File: src/rtl/alu_arb_pkg.sv
// alu_arb_pkg
// Shared types and constants for the two-requester ALU arbiter.
//   state_t     : FSM state encoding (IDLE, EXEC, RESP)
//   ALU_*       : the 16 control codes understood by the shared ALU.
//                 Codes 0-9 produce a result word; 10-15 produce a compare flag.
//   CNT_W       : width of the EXEC wait counter (covers WAIT_CYC 0..15)
package alu_arb_pkg;

  typedef enum logic [1:0] {
    ST_IDLE = 2'd0,
    ST_EXEC = 2'd1,
    ST_RESP = 2'd2
  } state_t;

  localparam int unsigned CNT_W = 4;

  // Result ops
  localparam logic [3:0] ALU_ADD  = 4'd0;
  localparam logic [3:0] ALU_SUB  = 4'd1;
  localparam logic [3:0] ALU_AND  = 4'd2;
  localparam logic [3:0] ALU_OR   = 4'd3;
  localparam logic [3:0] ALU_XOR  = 4'd4;
  localparam logic [3:0] ALU_SLL  = 4'd5;
  localparam logic [3:0] ALU_SRL  = 4'd6;
  localparam logic [3:0] ALU_SRA  = 4'd7;
  localparam logic [3:0] ALU_SLT  = 4'd8;
  localparam logic [3:0] ALU_SLTU = 4'd9;
  // Compare ops
  localparam logic [3:0] ALU_EQ   = 4'd10;
  localparam logic [3:0] ALU_NE   = 4'd11;
  localparam logic [3:0] ALU_LT   = 4'd12;
  localparam logic [3:0] ALU_GE   = 4'd13;
  localparam logic [3:0] ALU_LTU  = 4'd14;
  localparam logic [3:0] ALU_GEU  = 4'd15;

endpackage

File: src/rtl/alu_arb_if.sv
// alu_arb_if
// One requester channel of the ALU arbiter: an operation request and the
// matching response.
//   req_valid/req_ready : request handshake; req_op/req_a/req_b payload
//   rsp_valid/rsp_ready : response handshake; rsp_res/rsp_c payload
// Handshake rule (both directions): a transfer happens on a rising clock edge
// where valid and ready are both 1. The source keeps valid and payload stable
// until that edge; ready may depend combinationally on valid. A request source
// may drop req_valid without a transfer.
// Modports: master = requester side, slave = arbiter side.
interface alu_arb_if;

  logic        req_valid;
  logic        req_ready;
  logic [3:0]  req_op;
  logic [31:0] req_a;
  logic [31:0] req_b;
  logic        rsp_valid;
  logic        rsp_ready;
  logic [31:0] rsp_res;
  logic        rsp_c;

  modport master (
    output req_valid, req_op, req_a, req_b, rsp_ready,
    input  req_ready, rsp_valid, rsp_res, rsp_c
  );

  modport slave (
    input  req_valid, req_op, req_a, req_b, rsp_ready,
    output req_ready, rsp_valid, rsp_res, rsp_c
  );

endinterface

File: src/rtl/alu_arb_rr_arb2.sv
// rr_arb2
// Two-way round-robin arbiter.
//   clk, rst_n : clock, synchronous active-low reset
//   en         : arbitration allowed this cycle
//   valid[1:0] : request vector
//   grant[1:0] : one-hot grant (combinational), zero when en is low
//   ptr        : requester that wins when both are valid
// After every grant the pointer moves to the requester that did not win.
module rr_arb2 (
  input  logic       clk,
  input  logic       rst_n,
  input  logic       en,
  input  logic [1:0] valid,
  output logic [1:0] grant,
  output logic       ptr
);

  always_comb begin
    grant = 2'b00;
    if (en) begin
      case (valid)
        2'b01:   grant = 2'b01;
        2'b10:   grant = 2'b10;
        2'b11:   grant = ptr ? 2'b10 : 2'b01;
        default: grant = 2'b00;
      endcase
    end
  end

  // Granting requester 0 points at 1 and vice versa, so the new pointer is
  // simply grant[0].
  always_ff @(posedge clk) begin
    if (!rst_n) begin
      ptr <= 1'b0;
    end else if (grant != 2'b00) begin
      ptr <= grant[0];
    end
  end

endmodule

File: src/rtl/alu_arb.sv
// alu_arb
// Shares one combinational ALU between two requesters. One operation is in
// flight at a time: accept (IDLE) -> hold operands on the ALU (EXEC) ->
// present the captured result until consumed (RESP).
//   clk, rst_n        : clock, synchronous active-low reset
//   ch0, ch1          : requester channels (alu_arb_if.slave)
//   alu_upr/a/b       : control code and operands driven to the ALU
//   alu_out, alu_c    : ALU result word and compare flag
//   dbg_state/ptr/cnt : FSM state, round-robin pointer, wait counter
// WAIT_CYC (0..15) adds cycles of operand hold before the result is captured.
module alu_arb
  import alu_arb_pkg::*;
#(
  parameter int WAIT_CYC = 0
) (
  input  logic             clk,
  input  logic             rst_n,
  alu_arb_if.slave         ch0,
  alu_arb_if.slave         ch1,
  output logic [3:0]       alu_upr,
  output logic [31:0]      alu_a,
  output logic [31:0]      alu_b,
  input  logic [31:0]      alu_out,
  input  logic             alu_c,
  output state_t           dbg_state,
  output logic             dbg_ptr,
  output logic [CNT_W-1:0] dbg_cnt
);

  localparam logic [CNT_W-1:0] WAIT_LIM = WAIT_CYC[CNT_W-1:0];

  state_t           state;
  logic [CNT_W-1:0] cnt;
  logic             gnt_id;
  logic [1:0]       rsp_valid_q;
  logic [1:0][31:0] rsp_res_q;
  logic [1:0]       rsp_c_q;

  logic             arb_en;
  logic [1:0]       grant;
  logic             ptr;
  logic             rsp_ready_g;

  // Reset is folded into the enable so no ready is raised while rst_n is low.
  assign arb_en = rst_n && (state == ST_IDLE);

  rr_arb2 u_arb (
    .clk   (clk),
    .rst_n (rst_n),
    .en    (arb_en),
    .valid ({ch1.req_valid, ch0.req_valid}),
    .grant (grant),
    .ptr   (ptr)
  );

  assign rsp_ready_g = gnt_id ? ch1.rsp_ready : ch0.rsp_ready;

  always_ff @(posedge clk) begin
    if (!rst_n) begin
      state       <= ST_IDLE;
      cnt         <= '0;
      gnt_id      <= 1'b0;
      rsp_valid_q <= 2'b00;
      rsp_res_q   <= '0;
      rsp_c_q     <= 2'b00;
      alu_upr     <= 4'd0;
      alu_a       <= 32'd0;
      alu_b       <= 32'd0;
    end else begin
      case (state)
        ST_IDLE: begin
          if (grant != 2'b00) begin
            gnt_id  <= grant[1];
            alu_upr <= grant[1] ? ch1.req_op : ch0.req_op;
            alu_a   <= grant[1] ? ch1.req_a  : ch0.req_a;
            alu_b   <= grant[1] ? ch1.req_b  : ch0.req_b;
            cnt     <= '0;
            state   <= ST_EXEC;
          end
        end
        ST_EXEC: begin
          // Operands have been on the ALU for cnt+1 cycles; capture once
          // that reaches 1+WAIT_CYC.
          if (cnt == WAIT_LIM) begin
            rsp_res_q[gnt_id]   <= alu_out;
            rsp_c_q[gnt_id]     <= alu_c;
            rsp_valid_q[gnt_id] <= 1'b1;
            cnt                 <= '0;
            state               <= ST_RESP;
          end else begin
            cnt <= cnt + 1'b1;
          end
        end
        ST_RESP: begin
          if (rsp_valid_q[gnt_id] && rsp_ready_g) begin
            rsp_valid_q <= 2'b00;
            state       <= ST_IDLE;
          end
        end
        default: state <= ST_IDLE;
      endcase
    end
  end

  assign ch0.req_ready = grant[0];
  assign ch1.req_ready = grant[1];
  assign ch0.rsp_valid = rsp_valid_q[0];
  assign ch1.rsp_valid = rsp_valid_q[1];
  assign ch0.rsp_res   = rsp_res_q[0];
  assign ch1.rsp_res   = rsp_res_q[1];
  assign ch0.rsp_c     = rsp_c_q[0];
  assign ch1.rsp_c     = rsp_c_q[1];

  assign dbg_state = state;
  assign dbg_ptr   = ptr;
  assign dbg_cnt   = cnt;

endmodule
File: src/flat_wrapper.sv
// flat-port wrapper written by rule: the top's interface ports become plain ports
module alu_arb_flat import alu_arb_pkg::*;
#(
  parameter int WAIT_CYC = 0
)
  (clk, rst_n, alu_upr, alu_a, alu_b, alu_out, alu_c, dbg_state, dbg_ptr, dbg_cnt, ch0_req_valid, ch0_req_op, ch0_req_a, ch0_req_b, ch0_rsp_ready, ch0_req_ready, ch0_rsp_valid, ch0_rsp_res, ch0_rsp_c, ch1_req_valid, ch1_req_op, ch1_req_a, ch1_req_b, ch1_rsp_ready, ch1_req_ready, ch1_rsp_valid, ch1_rsp_res, ch1_rsp_c);
  alu_arb_if ch0_i ();
  alu_arb_if ch1_i ();
  input  logic clk;
  input  logic rst_n;
  output logic [3:0] alu_upr;
  output logic [31:0] alu_a;
  output logic [31:0] alu_b;
  input  logic [31:0] alu_out;
  input  logic alu_c;
  output state_t dbg_state;
  output logic dbg_ptr;
  output logic [CNT_W-1:0] dbg_cnt;
  input wire logic [$bits(ch0_i.req_valid)-1:0] ch0_req_valid;
  input wire logic [$bits(ch0_i.req_op)-1:0] ch0_req_op;
  input wire logic [$bits(ch0_i.req_a)-1:0] ch0_req_a;
  input wire logic [$bits(ch0_i.req_b)-1:0] ch0_req_b;
  input wire logic [$bits(ch0_i.rsp_ready)-1:0] ch0_rsp_ready;
  output wire logic [$bits(ch0_i.req_ready)-1:0] ch0_req_ready;
  output wire logic [$bits(ch0_i.rsp_valid)-1:0] ch0_rsp_valid;
  output wire logic [$bits(ch0_i.rsp_res)-1:0] ch0_rsp_res;
  output wire logic [$bits(ch0_i.rsp_c)-1:0] ch0_rsp_c;
  input wire logic [$bits(ch1_i.req_valid)-1:0] ch1_req_valid;
  input wire logic [$bits(ch1_i.req_op)-1:0] ch1_req_op;
  input wire logic [$bits(ch1_i.req_a)-1:0] ch1_req_a;
  input wire logic [$bits(ch1_i.req_b)-1:0] ch1_req_b;
  input wire logic [$bits(ch1_i.rsp_ready)-1:0] ch1_rsp_ready;
  output wire logic [$bits(ch1_i.req_ready)-1:0] ch1_req_ready;
  output wire logic [$bits(ch1_i.rsp_valid)-1:0] ch1_rsp_valid;
  output wire logic [$bits(ch1_i.rsp_res)-1:0] ch1_rsp_res;
  output wire logic [$bits(ch1_i.rsp_c)-1:0] ch1_rsp_c;
  assign ch0_i.req_valid = ch0_req_valid;
  assign ch0_i.req_op = ch0_req_op;
  assign ch0_i.req_a = ch0_req_a;
  assign ch0_i.req_b = ch0_req_b;
  assign ch0_i.rsp_ready = ch0_rsp_ready;
  assign ch0_req_ready = ch0_i.req_ready;
  assign ch0_rsp_valid = ch0_i.rsp_valid;
  assign ch0_rsp_res = ch0_i.rsp_res;
  assign ch0_rsp_c = ch0_i.rsp_c;
  assign ch1_i.req_valid = ch1_req_valid;
  assign ch1_i.req_op = ch1_req_op;
  assign ch1_i.req_a = ch1_req_a;
  assign ch1_i.req_b = ch1_req_b;
  assign ch1_i.rsp_ready = ch1_rsp_ready;
  assign ch1_req_ready = ch1_i.req_ready;
  assign ch1_rsp_valid = ch1_i.rsp_valid;
  assign ch1_rsp_res = ch1_i.rsp_res;
  assign ch1_rsp_c = ch1_i.rsp_c;
  alu_arb #(.WAIT_CYC(WAIT_CYC)) u_core (.clk(clk), .rst_n(rst_n), .ch0(ch0_i), .ch1(ch1_i), .alu_upr(alu_upr), .alu_a(alu_a), .alu_b(alu_b), .alu_out(alu_out), .alu_c(alu_c), .dbg_state(dbg_state), .dbg_ptr(dbg_ptr), .dbg_cnt(dbg_cnt));
endmodule
File: config.mk
export PLATFORM = sky130hd
export DESIGN_NAME = alu_arb_flat
export DESIGN_NICKNAME = d
export VERILOG_FILES = /design/src/rtl/alu_arb_pkg.sv /design/src/rtl/alu_arb_if.sv /design/src/rtl/alu_arb_rr_arb2.sv /design/src/rtl/alu_arb.sv /design/src/flat_wrapper.sv
export SDC_FILE = /design/constraint.sdc
export NUM_CORES = 1
export LEC_CHECK = 0
export BUFFER_PORTS_ARGS = -buffer_cell sky130_fd_sc_hd__buf_2
export CAP_MARGIN = 40
export CORE_AREA = 2 2 126 128
export CTS_BUF_LIST = sky130_fd_sc_hd__clkbuf_8
export DETAILED_ROUTE_END_ITERATION = 16
export DIE_AREA = 0 0 128 130
export PLACE_DENSITY = 0.8
export SLEW_MARGIN = 20
export SYNTH_ARGS = -nofsm -noshare
export SYNTH_HDL_FRONTEND = slang
export SYNTH_HIERARCHICAL = 1
export SYNTH_SLANG_ARGS = --single-unit
File: constraint.sdc
create_clock -name clk -period 2.94 [get_ports clk]
set_input_delay 0.441 -clock clk [delete_from_list [all_inputs] [get_ports clk]]
set_output_delay 0.441 -clock clk [all_outputs]
set_load 0.1 [all_outputs]
======== Word-level counts from Yosys, hierarchy flattened ========
Cells that the tools add are included.
cells by class
  $add $sub $neg .......................... 1
  $lt $le $gt $ge ......................... 2
  equality and inequality tests ........... 8
  multiplexer cells ....................... 24
  bitwise gates (word level) .............. 1
  reductions and logical operators ........ 13
operators by type and width
  operator             count
  $mux 32              3
  $bwmux 64            1
  $demux 32 s1         1
  $mux 2               6
  $mux 4               3
  $pmux 2 s3           2
  $pmux 4 s2           1
  $eq 2x2->1 const B   3
  $reduce_and 2->1     3
  $reduce_and 3->1     2
  $reduce_bool 2->1    3
  $add 4x1->4 const B  1
  $eq 2x1->1 const B   2
  $logic_not 4->1      1
  $mux 1               4
  $ne 2x1->1 const B   2
  $pmux 2 s2           1
  $logic_and 1x1->1    3
  $bwmux 2             1
  $logic_not 2->1      1
  $lt 1x2->1 const B   1
  $ne 2x2->1 const B   1
  $or 2x2->2           1
  $demux 1 s1          1
  $ge 1x1->1 const B   1
word-level totals
  register bits ........................... 144
  input bits .............................. 175
  output and inout port bits .............. 145
  word-level logic and storage cells ...... 60

======== Depth between registers and ports, before layout ========
Gate-level depths: netlist of run 1.
  depth after elaboration ................. 7
  gate-level depth with buffers ........... 13
  gate-level depth less buffers ........... 7

======== Hierarchy ========
The synthesis of run 1 kept the hierarchy.
by module, submodules not included
  module   instances  cells each  area an instance (um^2)  sequential area each (um^2)
  alu_arb  1          618         6139.6                   2862.7
  rr_arb2  1          9           58.8                     20.0

======== Worst setup path after synthesis of run 1 ========
No wires, ideal clock.
  path type ............................... reg2reg
  from .................................... register u_core.state[1], in the netlist u_core/dbg_state[1]
  to ...................................... register u_core.alu_b[2]
  library setup time ...................... 0.136 ns
  arrival ................................. 4.026 ns
  required time ........................... 2.804 ns
  path slack .............................. -1.222 ns
  stages on the path, launching flop included .. 11
  buffers on the path ..................... 3
  period minus slack after synthesis ...... 4.162 ns
  path through ............................ dfxtp_1 or2_4 nor2_1 nand2_1 a21oi_1 buf_4 nor2_2 nor2_4 buf_4 buf_2 a211oi_2
on the way
  cells in the longest elaborated chain, start to end .. 5
  elaborated cells between the ends (all ways) .. 6
  classes of those cells .................. 2 x mux; 4 x reduce/logical
ends and longest elaborated chain
  element                     line                   source
  start, declared             alu_arb.sv:32          state_t state;
  start signal, assigned      alu_arb.sv:60          state <= ST_IDLE;
  start signal, assigned      alu_arb.sv:78          state <= ST_EXEC;
  start signal, assigned      alu_arb.sv:89          state <= ST_RESP;
  $logic_not 2->1 (*)         alu_arb.sv:45          assign arb_en = rst_n && (state == ST_IDLE);
  $logic_and 1x1->1 (*)       alu_arb.sv:45
  net u_core.arb_en           alu_arb.sv:39          logic arb_en;
  $mux 2 (*)                  alu_arb_rr_arb2.sv:20  if (en) begin
  net ch1_req_ready           flat_wrapper.sv:33     output wire logic [$bits(ch1_i.req_ready)-1:0] ch1_req_ready;
  $reduce_bool 2->1           alu_arb.sv:72          if (grant != 2'b00) begin
  $reduce_and 2->1 (no line)  n/a
  end signal, assigned        alu_arb.sv:76          alu_b <= grant[1] ? ch1.req_b : ch0.req_b;
  end, declared               alu_arb.sv:22          output logic [31:0] alu_b,
The timed path passes the listed nets; every way through them passes the cells marked *.
A chain may end at the register's enable or synchronous reset.

======== Worst setup path in the final report of run 1 ========
  from .................................... register u_core.state[1], in the netlist u_core/dbg_state[1]
  to ...................................... output port ch1_req_ready
on the way
  cells in the longest elaborated chain, start to end .. 3
ends and longest elaborated chain
  element            line
  $logic_not 2->1    alu_arb.sv:45
  $logic_and 1x1->1  alu_arb.sv:45
  net u_core.arb_en  alu_arb.sv:39
  $mux 2             alu_arb_rr_arb2.sv:20
  end, declared      flat_wrapper.sv:33
The timed path passes the listed nets, and every way through them passes these cells.

==> results of run 1 <==
[metal layers]
layer,part of all wire,GRT usage,vias up
li1,-,-,2817
met1,0.41,0.2223,2600
met2,0.49,0.3353,247
met3,0.078,0.06806,28
met4,0.024,0.07628,0
met5,0,0,-
[layout by cell type (no fill, tap or decap), types with 2 or more instances in the layout]
cell type	n
dfxtp_1	141
buf_2	317
mux2i_1	134
a21oi_4	2
dfxtp_2	3
a211oi_1	58
o21ai_0	3
ha_1	2
buf_4	4
a211oi_2	10
nand3_1	4
nand2_1	105
buf_12	5
a21oi_1	64
nor2_4	2
a21oi_2	10
clkbuf_8	17
nand2b_1	2
buf_16	2
a32o_1	2
inv_1	6
inv_8	3
inv_6	5
clkinvlp_4	2
nand3b_1	3
o211ai_1	2
clkinv_4	4
nor2_1	2
[cell type report]
cell class,instances,share of cell area
Clock buffer,17,0.02816
Multi-Input combinational cell,418,0.3618
Tap cell,192,0.02891
Inverter,7,0.003162
Timing Repair Buffer,328,0.2132
Sequential cell,144,0.3474
Clock inverter,15,0.01732
[synth_stat cells]
cell type	count	share of area
dfxtp_1	144	0.47
mux2i_1	134	0.22
nand2_1	105	0.064
a21oi_1	66	0.053
a211oi_1	58	0.070
clkbuf_1	27	0.016
buf_2	17	0.014
a211oi_2	10	0.020
a21oi_2	10	0.014
buf_4	7	0.0085
buf_6	6	0.011
inv_1	6	0.0036
nand3_1	4	0.0032
nand3b_1	3	0.0036
o21ai_0	3	0.0024
a32o_1	2	0.0032
ha_1	2	0.0040
nand2b_1	2	0.0020
nor2_1	2	0.0012
nor2_2	2	0.0020
o211ai_1	2	0.0024
a311oi_1	1	0.0014
a32oi_1	1	0.0014
and2b_1	1	0.0012
buf_1	1	0.00060
inv_2	1	0.00060
nand3_2	1	0.0016
nor2_4	1	0.0018
nor3_1	1	0.00081
nor3b_4	1	0.0030
o2111ai_1	1	0.0014
o21a_1	1	0.0012
or2_1	1	0.0010
or2_4	1	0.0014
or3_1	1	0.0010
or4_1	1	0.0012
[logic make-up after synthesis]
| group | share of synthesized area |
|---|---|
| AO/OA/AOI/OAI | 0.1714 |
| AND/OR/NAND/NOR | 0.08882 |
| multiplexers | 0.2164 |
| buffers and inverters | 0.05430 |
| flip-flops | 0.4651 |
| adder cells (fa/ha/maj) | 0.004036 |
[critical path, stage by stage (launching register included)]
cell and delay, ns:
dfxtp_2 0.36, or2_4 0.28, nor2_1 0.25, nand2_1 0.15, a21oi_4 0.21, buf_16 0.38, buf_12 0.23
[registers in the layout, summed over array words and instances (netlist names)]
| name | flops |
|---|---|
| u_core/rsp_valid_q | 2 |
| u_core/dbg_state | 2 |
| u_core/ch1.rsp_res | 32 |
| u_core/u_arb/ptr | 1 |
| u_core/alu_a | 32 |
| u_core/ch0.rsp_res | 32 |
| u_core/gnt_id | 1 |
| u_core/alu_b | 32 |
| u_core/rsp_c_q | 2 |
| u_core/alu_upr | 4 |
| u_core/dbg_cnt | 4 |
[stage by stage]
step             util  area [um^2]  power [uW]
6_report       0.5387         8309        5931
5_1_grt        0.5387         8309        6179
4_1_cts        0.5382         8302        5984
3_5_place_dp   0.5137         7924        4479
3_3_place_gp   0.5119         7896        4450
2_1_floorplan       -         6225        4062
[worst paths after layout]
path,to,slack (ns),cells past startpoint
max,ch1_req_ready,0.17,6
min,u_core/ch1.rsp_res[6],0.26,3
max reg2reg,u_core/alu_b[0],0.49,8
min reg2reg,u_core/ch0.rsp_res[14],0.46,2
[report_power, final]
part           total, uW  switching [uW]  internal [uW]
clock               1500             871            625
sequential          2220            96.3           2120
combinational       2220            1750            471
[repair_timing]
| action | CTS | global route |
|---|---|---|
| hold buffers | 0 | 0 |
| endpoints found under the hold margin | 0 | 0 |
| resized for setup | 0 | 1 |
| setup endpoints to repair | 0 | 1 |
==> run metrics, run 1 <==
CP startpoint=u_core/dbg_state[1]; Reg clk slew, reported paths=0.09 ns; headroom to the max-slew limit=0.4345; crit path kind=reg -> out; dpl ws=0.5915 ns; Critical Path Fanout Max=70; crit end category=output pin; core box area=15420 um^2; Slew @ Worst Pin=0.8483 ns; Die X=128 um; clk buf depth=2; Avg Inst Size Synth=9.886 um^2; Starting DRT DRC Count=219; GRT Util Overall=0.1944; setup repair bufs after CTS=0; Die Span Y=130 um; Arr. time, crit path=2.32 ns; Hold Startpoint=alu_out[6]; largest net degree at the start of global routing=74; Slew Viols, Final=0; Clock Tree Root=clkbuf_8; area of the multi-input gates=3007 um^2; via count=5692; Lkg Pwr=0.004090 uW; run status=complete, no violations; Post-Syn Instances=627; initial core utilization=0.4018; GRT overflow=0; CTS tree=built; initial antenna violation count=0; vias in the first global route=5231; unrepaired setup endpoints after global routing=false; antenna-violating nets left=0; # rows=46; clock sinks=144; first drt pass iteration count=4; #FFs+latches synth=144; DP Cell Count=1089; Final period util=0.9408; final worst slack=0.1741 ns; max-cap violations=0; Port Buffer Count=319; H-Tree Depth=4; Num CTS Buffers=17; Hold Crit Class=in -> reg; final count of hold timing violations=0; CP required=2.50 ns; first-pass GRT wire length=25.81 mm; die area=16640 um^2; Routed WL=17.03 mm; fin cells=1121; Post-DP HPWL=12.24 mm; Synth warnings=6; Setup crit start kind=flip-flop; Post-Syn Area=6198 um^2; FILL cells=1470; storage element area=2887 um^2; Avg Vias per Cell=5.078; PwrDens=713.8 nW/um^2; Fmax achieved=361.6 MHz; Peak VDD IR=387.3 uV; syn_nets=804; Setup Skew=0.01086 ns; final worst path period need=2.766 ns; Final Setup Violations=0; Final nets=1093; antenna cells=0; Fin Setup TNS=0 ns; I/O pins=320; Hold WS=0.2584 ns; area grow syn2layout=34.05%; sequential element share of the synthesized area=0.4651; layout cells sized above 1=0.4230; DR WL/cell=15.19 um; post-synthesis cell type count=36; RD Place Congestion=0.7683; DRC Markers=0; Worst-Skew Late Latency=0.44 ns; Reg2Reg Launch Point=u_core/dbg_state[1]
Power figures use the tool's default switching activity.
==> inputs of run 2 (changes only) <==
Settings changed: BUFFER_PORTS_ARGS -buffer_cell sky130_fd_sc_hd__buf_2 to -buffer_cell sky130_fd_sc_hd__clkbuf_2.
==> run 2 against run 1 <==
Largest power group unchanged; flip-flop and latch count is the same; clock-buffer cell count unchanged; worst setup slack improved by 0.050 ns; sequential share of layout area about the same; design area about the same; via count grew 0.23%; sequential power about the same; critical path depth stayed put; final cell count is 0.18% higher; first-iteration DRC count increased by 4.1%; largest cell class unchanged; non-clock buffer count is 3 higher; maximum frequency is 1.8% higher.
==> run metrics, run 2 (same netlist as run 1, synthesis figures left out) <==
Clock Tree Root=clkbuf_8; clk buf depth=2 (unchanged); setup repair bufs after CTS=0 (unchanged); Setup crit end=ch1_req_ready; Num CTS Buffers=17 (unchanged); Hold Crit Class=in -> reg; Final nets=1096 (+0.27%); CP Depth=6 (unchanged); CP required=2.50 ns (about the same); CP peak stage delay=0.36 ns (-0.02 ns); most frequent cells in the layout=clkbuf_2, dfxtp_1, mux2i_1; dpl ws=0.6103 ns (+0.01885 ns); Fin Setup TNS=0 ns (unchanged); Reg2Reg Launch Point=u_core/dbg_state[1]; DRC Markers=0 (unchanged); clock sinks=144 (unchanged); GRT Util Overall=0.1927 (-0.001754); Lkg Pwr=0.004030 uW (-1.5%); CP startpoint=u_core/dbg_state[1]; run status=complete, no violations; PwrDens=716.1 nW/um^2 (+0.33%); final count of hold timing violations=0 (unchanged); CP max-delay cell=dfxtp_2; Slew @ Worst Pin=0.8482 ns (-0.00005233 ns); first drt pass iteration count=4 (unchanged); Fmax achieved=368.2 MHz (+1.8%); fin cells=1123 (+0.18%); antenna cells=0 (unchanged); CP cell instances=or2_4, nor2_1, nand2_1, a21oi_4, clkbuf_16, buf_12; final worst slack=0.2242 ns (+0.05008 ns); Avg Vias per Cell=5.080 (about the same); DR WL/cell=15.18 um (-0.10%); Setup crit start kind=flip-flop; Critical Path Fanout Max=35 (-50%); DP Cell Count=1091 (+0.18%); largest net degree at the start of global routing=75 (+1.4%); Reg clk slew, reported paths=0.08 ns (about the same); # rows=46 (unchanged); core box area=15420 um^2 (unchanged); max-cap violations=0 (unchanged); headroom to the max-slew limit=0.4345 (about the same); layout cells sized above 1=0.4243 (+0.001239); crit path kind=reg -> out; most common cell after layout, fill and taps aside=clkbuf_2; Worst-Skew Late Latency=0.44 ns (about the same); Arr. time, crit path=2.27 ns (-0.05 ns); antenna-violating nets left=0 (unchanged); Final period util=0.9237 (-0.01703); die area=16640 um^2 (unchanged); initial core utilization=0.4018 (unchanged); Die Span Y=130 um (unchanged); GRT overflow=0 (unchanged); Slew Viols, Final=0 (unchanged); Die X=128 um (unchanged); final worst path period need=2.716 ns (-0.05008 ns); first-pass GRT wire length=25.69 mm (-0.46%); Post-DP HPWL=12.20 mm (-0.38%); Buf/Inv on CP=2 (unchanged); crit end category=output pin; CTS tree=built; delay-heaviest family, CP=simple AND/OR/NAND/NOR gates; Peak VDD IR=397.3 uV (+2.6%); Reg2Reg Capture Point=u_core/alu_a[25]; H-Tree Depth=4 (unchanged); Routed WL=17.05 mm (about the same); Port Buffer Count=319 (unchanged); Final Setup Violations=0 (unchanged); Starting DRT DRC Count=228 (+4.1%); area grow syn2layout=34.01% (about the same); vias in the first global route=5346 (+2.2%); Setup Skew=0.01016 ns (-0.0007019 ns); I/O pins=320 (unchanged); Worst Reg-to-Reg Cells=8 (unchanged); RD Place Congestion=0.7835 (+2.0%); unrepaired setup endpoints after global routing=false; via count=5705 (+0.23%); r2r setup slk=0.50 ns (about the same); initial antenna violation count=0 (unchanged)
run 2: metal layers:
metal / share of wire / vias up / global-route usage
met2: 0.50 / 219 / 0.3356
met1: 0.41 / 2639 / 0.2241
met3: 0.081 / 16 / 0.07011
li1: - / 2829 / -
met4: 0.013 / 2 / 0.05495
met5: 0.00035 / - / 0
run 2: power breakdown:
part / internal, uW / leakage, uW / total (uW) / switching [uW]
registers: 2120 / 0.00118 / 2220 / 101
logic: 461 / 0.00267 / 2210 / 1750
clock network: 747 / 0.000188 / 1520 / 771
run 2: worst min-delay path by stage:
stage	start	to	slack [ns]	cells past startpoint
2_1_floorplan	ch1_req_valid	u_core/u_arb/ptr	0.55	1
3_3_place_gp	u_core/ch0.rsp_res[0]	u_core/ch0.rsp_res[0]	0.44	2
3_5_place_dp	u_core/ch0.rsp_res[29]	u_core/ch0.rsp_res[29]	0.45	2
4_1_cts	alu_out[11]	u_core/ch1.rsp_res[11]	0.21	3
5_1_grt	alu_out[3]	u_core/ch0.rsp_res[3]	0.22	3
6_report	alu_out[11]	u_core/ch1.rsp_res[11]	0.25	3
run 2: tightest hold or removal path, stage by stage:
cell	delay, ns
clkbuf_2	0.08
nand2_1	0.06
mux2i_1	0.06
run 2: repair_timing:
item | CTS | global route
setup endpoints to repair | 0 | 1
resized for setup | 0 | 2
hold buffers | 0 | 0
run 2: metrics by stage:
stage	area, um^2	util	hold WS, ns	power [uW]
CTS	8290	0.5375	0.2120	5990
global route	8307	0.5385	0.2224	6188
detailed placement	7914	0.5131	0.4521	4472
finish	8307	0.5385	0.2451	5948
global placement	7886	0.5113	0.4439	4443
floorplan	6225	-	0.5459	4062
run 2: final cells by class:
| type | count | area (um^2) |
|---|---|---|
| Multi-Input combinational cell | 418 | 3007 |
| Fill cell | 1395 | 7118 |
| Clock buffer | 17 | 234.0 |
| Timing Repair Buffer | 331 | 1770 |
| Sequential cell | 144 | 2887 |
| Inverter | 7 | 26.28 |
| Clock inverter | 14 | 142.6 |
| Tap cell | 192 | 240.2 |
==> inputs of run 3 (changes only) <==
Settings changed: CORE_AREA 2 2 126 128 to 2 2 123 125, DIE_AREA 0 0 128 130 to 0 0 125 127, PLACE_DENSITY 0.8 to 0.83, SETUP_SLACK_MARGIN set to 0.15.
==> run 3 against run 2 <==
Non-clock buffer count fell by 2; power grew 0.64%; first-iteration DRC count shrank 6.1%; clock-buffer cell count is 2 higher; worst hold slack gained 0.0067 ns; worst setup slack better by 0.10 ns; critical path depth did not move; sequential share of layout area about the same; design area rose by 0.26%; flip-flop and latch count is the same; utilization is 3.9 points higher.
==> run metrics, run 3 (same netlist as run 1, synthesis figures left out) <==
run status=complete, no violations; I/O pins=320 (unchanged); first-pass GRT wire length=27.37 mm (+6.6%); Slew @ Worst Pin=0.8393 ns (-0.008954 ns); Post-CTS Hold Buffers=0 (unchanged); largest net degree at the start of global routing=74 (-1.3%); # rows=44 (-4.3%); r2r setup slk=0.68 ns (+0.18 ns); RD Place Congestion=0.8026 (+2.4%); Final Setup Violations=0 (unchanged); Setup crit end=ch1_req_ready; Clock Tree Root=clkbuf_8; fin area=8328 um^2 (+0.26%); Seq pwr share=0.372 (-0.002); Critical Path Fanout Max=44 (+26%); Avg Vias per Cell=5.083 (about the same); Lkg Pwr=0.004030 uW (about the same); area grow syn2layout=34.36%; Die Span Y=127 um (-2.3%); final core utilization=0.5774 (+0.03885); die area=15880 um^2 (-4.6%); most common cell after layout, fill and taps aside=clkbuf_2; core box area=14420 um^2 (-6.5%); Slew Viols, Final=0 (unchanged); post_cts resized=0 (unchanged); Setup crit start kind=flip-flop; Fmax achieved=382.6 MHz (+3.9%); Starting DRT DRC Count=214 (-6.1%); most frequent cells in the layout=clkbuf_2, dfxtp_1, mux2i_1; Arr. time, crit path=2.17 ns (-0.10 ns); Fin Setup TNS=0 ns (unchanged); Reg2Reg Launch Point=u_core/dbg_state[1]; Post-DP HPWL=12.42 mm (+1.8%); vias in the first global route=5586 (+4.5%); Final period util=0.8890 (-0.03474); crit end category=output pin; Peak VDD IR=361.3 uV (-9.1%); NetSw=2602 uW (-0.66%); final worst path period need=2.614 ns (-0.1021 ns); via count=5662 (-0.75%); Num CTS Buffers=17 (unchanged); max-cap violations=0 (unchanged); Port Buffer Count=319 (unchanged); unrepaired setup endpoints after global routing=false; antenna cells=0 (unchanged); first drt pass iteration count=4 (unchanged); final count of hold timing violations=0 (unchanged); H-Tree Depth=4 (unchanged); Reg clk slew, reported paths=0.08 ns (about the same); initial antenna violation count=0 (unchanged); Comb power frac=0.370 (about the same); GRT overflow=0 (unchanged); Reg2Reg Capture Point=u_core/alu_b[22]; initial core utilization=0.4297 (+0.02789); CTS tree=built; CP startpoint=u_core/dbg_state[1]; DRC Markers=0 (unchanged); GRT Util Overall=0.2123 (+0.01958); Hold Startpoint=alu_out[14]; antenna-violating nets left=0 (unchanged); Setup Skew=0.007932 ns (-0.002230 ns); Worst-Skew Late Latency=0.43 ns (about the same); clock sinks=144 (unchanged); P_int=3384 uW (+1.7%); Routed WL=17.09 mm (+0.27%); Hold Crit Class=in -> reg; Worst Reg-to-Reg Cells=8 (unchanged); PwrDens=718.9 nW/um^2 (+0.38%); setup repair bufs after CTS=0 (unchanged); CP required=2.50 ns (about the same); headroom to the max-slew limit=0.4405 (+0.005969); Final nets=1094 (-0.18%); Clock Power Share=0.259 (+0.004); clk buf depth=2 (unchanged); Die X=125 um (-2.3%); DR WL/cell=15.34 um (+1.1%); crit path kind=reg -> out; Switching Fraction=0.4347 (-0.005675); dpl cell area=7931 um^2 (+0.22%); layout cells sized above 1=0.4237 (-0.0006191)
==> run 3: changes by cell type in the layout (fill, tap and decap cells not counted), sizes merged <==
| cell | previous run | this run |
|---|---|---|
| buf | 14 | 13 |
| inv | 9 | 11 |
| clkbuf | 334 | 335 |
| clkinv | 7 | 2 |
| clkinvlp | 3 | 5 |
==> run 3: how the worst min path moves through the flow <==
stage | end | depth (start not counted)
after floorplan | u_core/u_arb/ptr | 1
after global placement | u_core/ch1.rsp_res[7] | 2
after detailed placement | u_core/ch1.rsp_res[17] | 2
after CTS | u_core/ch1.rsp_res[21] | 3
after global routing | u_core/ch1.rsp_res[14] | 3
final | u_core/ch1.rsp_res[14] | 3
==> run 3: layout make-up <==
| type | count | area (um^2) |
|---|---|---|
| Tap cell | 184 | 230.2 |
| Timing Repair Buffer | 329 | 1774 |
| Clock buffer | 19 | 261.5 |
| Fill cell | 1311 | 6096 |
| Inverter | 7 | 26.28 |
| Clock inverter | 13 | 135.1 |
| Multi-Input combinational cell | 418 | 3009 |
| Sequential cell | 144 | 2892 |
==> run 3: critical path, cell delays in order, from the launching register on <==
cell and delay [ns]:
dfxtp_4 0.37, or2_4 0.28, nor2_2 0.18, nand2_1 0.13
a21oi_4 0.21, buf_12 0.32, buf_12 0.22
==> run 3: per-stage QoR <==
step                power (uW)  worst slack [ns]  std cells  hold slack (ns)
floorplan                 4062            0.1785        627           0.5459
global placement          4455            0.8415       1081           0.4445
detailed placement        4483            0.7816       1082           0.4519
CTS                       6043            0.2798       1114           0.2049
global route              6245            0.1691       1114           0.2199
finish                    5987            0.3264       1114           0.2517
==> run 3: per-layer routing <==
| layer | routed length [um] | track usage |
|---|---|---|
| met1 | 6819 | 0.2391 |
| met4 | 544 | 0.1092 |
| met2 | 8383 | 0.3625 |
| met5 | 0 | 0 |
| met3 | 1344 | 0.06742 |
==> run 3: power by group through the flow <==
stage / clock network (uW) / logic, uW / registers, uW
2_1_floorplan: 0 / 598 / 3460
5_1_grt: 1690 / 2310 / 2250
3_5_place_dp: 0 / 2220 / 2260
3_3_place_gp: 0 / 2190 / 2260
4_1_cts: 1600 / 2220 / 2220
6_report: 1550 / 2210 / 2220
